[src/rtl/tbu_param.sv]
// Viterbi traceback unit: walks survivor decisions backwards, emits decoded bits.
// Optional TBU_BEST_START_EN: restart from the ACS best-metric state (start_state port).
module tbu_param #(
    parameter int K      = 4,
    parameter int TB_LEN = 16,
    localparam int M     = K - 1,
    localparam int NS    = 1 << M,
    localparam int CW    = $clog2(TB_LEN)
) (
    input  logic          clk,
    input  logic          rst,
    input  logic          enable,
    input  logic          selection,
    input  logic [NS-1:0] d_in_0,
    input  logic [NS-1:0] d_in_1,
`ifdef TBU_BEST_START_EN
    input  logic [M-1:0]  start_state,
`endif
    output logic          d_o,
    output logic          wr_en,
    output logic          frame_done,
    output logic [CW-1:0] bit_cnt
);

    localparam logic [CW-1:0] LAST = CW'(TB_LEN - 1);

    logic [M-1:0]  pstate_q, pstate_d;
    logic          sel_q;
    logic          d_o_q, d_o_d;
    logic          wr_en_q, wr_en_d;
    logic          fd_q, fd_d;
    logic [CW-1:0] cnt_q, cnt_d;
    logic [M-1:0]  rs;
    logic          surv;
    logic          reload;
    logic          run;

    // Next-state, output and frame-counter logic for one traceback step
    always_comb begin
`ifdef TBU_BEST_START_EN
        rs = start_state;
`else
        rs = '0;
`endif
        surv     = selection ? d_in_1[pstate_q] : d_in_0[pstate_q];
        reload   = !enable || (sel_q && !selection);
        run      = enable && selection;
        pstate_d = reload ? rs : {surv, pstate_q[M-1:1]};
        wr_en_d  = run;
        d_o_d    = run ? d_in_1[pstate_q] : 1'b0;
        cnt_d    = cnt_q;
        fd_d     = 1'b0;
        if (reload) begin
            cnt_d = '0;
        end else if (run) begin
            if (cnt_q == LAST) begin
                cnt_d = '0;
                fd_d  = 1'b1;
            end else begin
                cnt_d = cnt_q + 1'b1;
            end
        end
    end

    // State, selection history and registered outputs
    always_ff @(posedge clk or negedge rst) begin
        if (!rst) begin
            pstate_q <= '0;
            sel_q    <= 1'b0;
            d_o_q    <= 1'b0;
            wr_en_q  <= 1'b0;
            fd_q     <= 1'b0;
            cnt_q    <= '0;
        end else begin
            pstate_q <= pstate_d;
            sel_q    <= selection;
            d_o_q    <= d_o_d;
            wr_en_q  <= wr_en_d;
            fd_q     <= fd_d;
            cnt_q    <= cnt_d;
        end
    end

    assign d_o        = d_o_q;
    assign wr_en      = wr_en_q;
    assign frame_done = fd_q;
    assign bit_cnt    = cnt_q;

endmodule

[config.mk]
export PLATFORM = sky130hd
export DESIGN_NAME = tbu_param
export DESIGN_NICKNAME = d
export VERILOG_FILES = /design/src/rtl/tbu_param.sv
export SDC_FILE = /design/constraint.sdc
export NUM_CORES = 1
export LEC_CHECK = 0
export BUFFER_PORTS_ARGS = -buffer_cell sky130_fd_sc_hd__buf_4
export CORE_MARGIN = 5
export CORE_UTILIZATION = 39
export CTS_BUF_LIST = sky130_fd_sc_hd__clkbuf_16
export DETAILED_ROUTE_END_ITERATION = 10
export PLACE_DENSITY_LB_ADDON = 0.08
export SKIP_CTS_REPAIR_TIMING = 1
export SYNTH_ARGS = -nofsm -noshare
export SYNTH_HDL_FRONTEND = slang
export SYNTH_SLANG_ARGS = --single-unit
[constraint.sdc]
create_clock -name clk -period 1.3 [get_ports clk]
set_input_delay 0.195 -clock clk [delete_from_list [all_inputs] [get_ports clk]]
set_output_delay 0.195 -clock clk [all_outputs]
set_load 0.05 [all_outputs]
==> results of run 1 <==
sequential cells by signal (all words and copies together), names as in the netlist:
| name | cells |
|---|---|
| sel_q | 1 |
| frame_done | 1 |
| wr_en | 1 |
| bit_cnt | 4 |
| pstate_q | 3 |
| d_o | 1 |
synth_stat cells (all sizes together):
library cell / n
a21o: 1
o31ai: 1
a22o: 1
dfrtp: 11
inv: 4
a21oi: 1
mux2i: 4
ha: 1
nor2: 5
nor2b: 1
buf: 1
nor3: 1
nand4: 1
o2111ai: 1
nor3b: 1
o21ai: 6
nand2: 7
mux4: 2
nand3: 3
critical path: stages (launching register included):
cell and delay [ps]:
dfrtp_2 390, mux4_2 510, o2111ai_2 180, o31ai_1 90
path summary, 6_finish.rpt:
kind / depth (start not counted) / to / from / slack (ps)
max: 3 / pstate_q[2]$_DFF_PN0_ / pstate_q[0]$_DFF_PN0_ / 3
min: 1 / sel_q$_DFF_PN0_ / selection / 110
max reg2reg: 3 / pstate_q[2]$_DFF_PN0_ / pstate_q[0]$_DFF_PN0_ / 3
min reg2reg: 1 / bit_cnt[3]$_DFFE_PN0P_ / bit_cnt[3]$_DFFE_PN0P_ / 500
max in group asynchronous: 2 / pstate_q[0]$_DFF_PN0_ / rst / 810
min in group asynchronous: 2 / pstate_q[2]$_DFF_PN0_ / rst / 330
power groups by stage:
stage | logic, mW | registers (mW) | clock network [mW]
after floorplan | 0.0452 | 0.402 | 0
final | 0.152 | 0.373 | 0.537
after CTS | 0.151 | 0.373 | 0.552
after global routing | 0.166 | 0.375 | 0.571
after detailed placement | 0.149 | 0.378 | 0
after global placement | 0.148 | 0.377 | 0
area by class of cell:
type                            count  area (µm²)  share of cell area
Timing Repair Buffer               31         235               0.263
Clock buffer                        3        75.1              0.0840
Sequential cell                    11         279               0.312
Clock inverter                      1        3.75             0.00420
Tap cell                           15        18.8              0.0210
Multi-Input combinational cell     37         267               0.298
Inverter                            4        15.0              0.0168
cells by family (layout without fill, tap and decap cells):
family | Yosys count | count (layout) | synth area share
AND/OR/NAND/NOR | 19 | 19 | 0.164
AO/OA/AOI/OAI | 11 | 11 | 0.131
flip-flops | 11 | 11 | 0.487
multiplexers | 6 | 6 | 0.150
buffers and inverters | 5 | 39 | 0.0465
adder cells (fa/ha/maj) | 1 | 1 | 0.0221
per-layer routing:
layer	track usage	vias to the layer above	wire [µm]
met5	0	-	0
met1	0.176	231	559
met4	0.0323	0	0
met2	0.245	12	695
li1	-	254	-
met3	0.0489	0	74
stage by stage:
| step | hold slack [ps] | cells | setup TNS, ps |
|---|---|---|---|
| global route | 102 | 102 | -70.8 |
| detailed placement | 39.0 | 96 | -48.0 |
| CTS | -210 | 100 | -64.9 |
| finish | 106 | 102 | 0 |
| floorplan | -101 | 53 | -11.2 |
| global placement | 36.1 | 96 | -3.24 |
==> impl_metrics.py, run 1 <==
metrics = {
    "outcome": {
        "status": "completed",
    },
    "power": {
        "p_int_uw": 839,
        "leakage_nw": 0.440,
        "powerDensity_nw_per_um2": 1190,
        "ir_worst_vdd_mv": 1.43,
        "p_sw_frac": 0.210,
        "combPwrFrac": 0.143,
        "seqPwrFrac": 0.351,
        "p_sw_uw": 223,
        "p_total_mw": 1.06,
        "p_clk_frac": 0.506,
    },
    "floorplanning": {
        "rows": 13,
        "core-area_um2": 1330,
        "ios": 27,
        "fp.dieArea_um2": 2310,
        "start_util": 0.424,
        "die_w_um": 48.1,
        "die_h_um": 48.1,
    },
    "critical_path": {
        "critPathRequiredTime_ps": 1410,
        "crit_type": "reg2reg",
        "start_kind": "flip-flop",
        "arrival_ps": 1410,
        "endpoint_kind": "flip-flop",
        "crit_fanout": 4,
    },
    "cells_and_area": {
        "n_antenna_cell": 0,
        "syn_to_final_growth_pct": 58.0,
        "utilization": 0.670,
        "nFillCells": 113,
        "layout-drive-gt1-share": 0.483,
        "nets": 109,
        "final_cell_mix": "buf_4 (30), dfrtp_1 (8), nand2_1 (6)",
        "layout_commonest_cell": "buf_4",
        "finalInstanceArea_um2": 893,
    },
    "global_route": {
        "grt_overflow": 0,
        "grt_util_all_layers": 0.144,
        "grt_max_degree": 12,
        "grt_pass1_wl_um": 2270,
        "antenna_found_initial": 0,
        "grt_pass1_vias": 542,
    },
    "place": {
        "numPortBuffers": 26,
        "dpl_cell_area_um2": 793,
        "place_congestion": 0.796,
        "place_ws_ps": -48.0,
    },
    "sta": {
        "worstMarginPinSlew_ps": 390,
        "rsz0062_at_grt": "yes",
        "fin_crit_ps": 1300,
        "setup_slack_ps": 3.16,
        "hold_violations": 0,
        "finClkSkew_ps": 2.08,
        "slew_viol_final": 0,
        "fin_crit_sh": 0.998,
        "max_slew_margin": 0.739,
        "fmax_mhz": 771,
        "finalSetupViolCount": 0,
    },
    "cts": {
        "htreeDepth": 1,
        "cts_sinks": 11,
        "cts_buffers": 3,
        "clkTransAtPathRegs_ps": 40,
        "clockRootBuffer": "clkbuf_16",
        "clock_latency_ps": 230,
        "cts_tree": "built",
        "clk_path_buf_depth": 2,
    },
    "synthesis": {
        "synth_area_leaders": "dfrtp_1 (49%), mux4_2 (8.0%), mux2i_1 (7.1%), o21ai_0 (4.4%), nand2_1 (4.0%)",
        "synth-seq-cells": 11,
        "synth_top_area_cell": "dfrtp_1",
        "ys_seq_area_frac": 0.487,
        "synth_top_area_frac": 0.487,
        "netlist_instances": 53,
        "synth_cell_types": 21,
        "ys_warn_count": 0,
        "syn_area_um2": 566,
        "syn_area_per_cell_um2": 10.7,
        "syn_nets": 74,
    },
    "drt": {
        "wire_per_inst_um": 13.0,
        "first_iter_violations": 14,
        "routed_wl_um": 1330,
        "antenna_left": 0,
        "dr.pass1.iters": 4,
        "vias_per_cell": 4.87,
        "num_vias": 497,
        "drc_errors": 0,
    },
    "min_path": {
        "hp-class": "in2reg",
    },
    "flow_run": {
        "maxCapViolations": 0,
    },
}
Power figures use the tool's default switching activity.
==> run 2, diff against run 1 <==
REMOVE_ABC_BUFFERS = 1   (was unset)
==> impl_metrics.py, run 2 (synthesized netlist as in run 1, its figures left out) <==
metrics = {
    "outcome": {
        "status": "completed",
    },
    "critical_path": {
        "cpMaxStageDelayCell": "mux4_2",
        "start_kind": "flip-flop",
        "crit_fanout": 4,
        "critPathRequiredTime_ps": 1410,
        "path_buf_inv": 0,
        "endpoint_kind": "flip-flop",
        "crit_type": "reg2reg",
        "critPathTopFamily": "multiplexers",
        "r2r-start": "pstate_q[0]$_DFF_PN0_",
        "arrival_ps": 1410,
        "slowest_delay_ps": 520,
        "crit_chain": "mux4_2 -> o2111ai_2 -> o31ai_1",
        "cp-startpoint": "pstate_q[0]$_DFF_PN0_",
    },
    "place": {
        "dp_hpwl_um": 1020,
        "place_ws_ps": -37.0,
        "place_congestion": 0.708,
        "numPortBuffers": 26,
    },
    "cells_and_area": {
        "nets": 108,
        "layout_commonest_cell": "buf_4",
        "layout-drive-gt1-share": 0.442,
        "n_antenna_cell": 0,
        "syn_to_final_growth_pct": 55.8,
        "final_cell_mix": "buf_4 (29), dfrtp_1 (10), nand2_1 (6)",
        "largest_register_ffs": 4,
    },
    "drt": {
        "routed_wl_um": 1250,
        "vias_per_cell": 4.90,
        "wire_per_inst_um": 12.4,
        "first_iter_violations": 12,
        "antenna_left": 0,
        "dr.pass1.iters": 4,
        "drc_errors": 0,
        "num_vias": 495,
    },
    "cts": {
        "htreeDepth": 1,
        "clockRootBuffer": "clkbuf_16",
        "clock_latency_ps": 240,
        "clk_path_buf_depth": 2,
        "clkTransAtPathRegs_ps": 40,
        "cts_sinks": 11,
        "cts_tree": "built",
        "cts_buffers": 3,
    },
    "global_route": {
        "grt_max_degree": 12,
        "grt_overflow": 0,
        "antenna_found_initial": 0,
        "grt_util_all_layers": 0.132,
        "grt_pass1_wl_um": 2010,
        "grt_pass1_vias": 462,
    },
    "sta": {
        "finalSetupViolCount": 0,
        "max_slew_margin": 0.767,
        "fin_setup_tns_ps": 0,
        "whs_ps": 106,
        "finClkSkew_ps": 3.04,
        "fmax_mhz": 772,
        "rsz0062_at_grt": "yes",
        "fin_crit_sh": 0.996,
        "setup_slack_ps": 5.12,
        "hold_violations": 0,
        "slew_viol_final": 0,
        "worstMarginPinSlew_ps": 347,
        "fin_crit_ps": 1290,
    },
    "power": {
        "leakage_nw": 0.440,
        "powerDensity_nw_per_um2": 1210,
        "ir_worst_vdd_mv": 1.00,
    },
    "min_path": {
        "hp-class": "in2reg",
        "worst_hold_startpoint": "selection",
    },
    "flow_run": {
        "maxCapViolations": 0,
    },
    "floorplanning": {
        "die_w_um": 48.1,
        "ios": 27,
        "fp.dieArea_um2": 2310,
        "core-area_um2": 1330,
        "die_h_um": 48.1,
        "start_util": 0.424,
        "rows": 13,
    },
}
-- run 2: cell types whose count changed in the layout (fill, tap and decap cells not counted) --
cell     change
dfrtp_1      +2
dfrtp_2      -2
ha_1         +1
buf_4        -1
ha_2         -1
-- run 2: worst register-to-register path, stage by stage (launching register included) --
cell	delay (ps)
dfrtp_2	400
mux4_2	520
o2111ai_2	170
o31ai_1	90
-- run 2: report_power, final --
group / leakage, nW / internal [mW] / switching [mW]
combinational: 0.252 / 0.0770 / 0.0719
clock: 0.0423 / 0.403 / 0.144
sequential: 0.146 / 0.358 / 0.0137
-- run 2: final timing paths --
kind	to	slack, ps	depth (start not counted)
worst min-delay path	sel_q$_DFF_PN0_	110	1
worst min register to register	bit_cnt[3]$_DFFE_PN0P_	490	1
min in group asynchronous	d_o$_DFF_PN0_	330	2
max in group asynchronous	pstate_q[0]$_DFF_PN0_	800	2
worst max register to register	pstate_q[2]$_DFF_PN0_	5	3
worst max-delay path	pstate_q[2]$_DFF_PN0_	5	3
-- run 2: layer usage --
layer	vias to the layer above	routed length, µm	track usage	part of all wire
li1	255	-	-	-
met1	228	521	0.171	0.42
met2	12	644	0.195	0.51
met3	0	88	0.0677	0.070
met4	0	0	0.0323	0
met5	-	0	0	0
-- run 2: through the flow --
stage                     area (µm²)  utilization  cells  power [mW]
after global routing             881        0.660    101        1.12
after CTS                        870        0.652    100        1.08
after global placement           791        0.593     96       0.523
after floorplan                  554            -     52       0.445
after detailed placement         791        0.593     96       0.524
final                            881        0.660    101        1.07
-- run 2: cell type report --
cell class | instances | area (µm²)
fillers | 114 | 453
flip-flops and latches | 11 | 277
multi-input cells | 37 | 264
repair buffers | 30 | 228
clock buffers | 3 | 75.1
well taps | 15 | 18.8
inverters | 4 | 15.0
clock inverters | 1 | 3.75
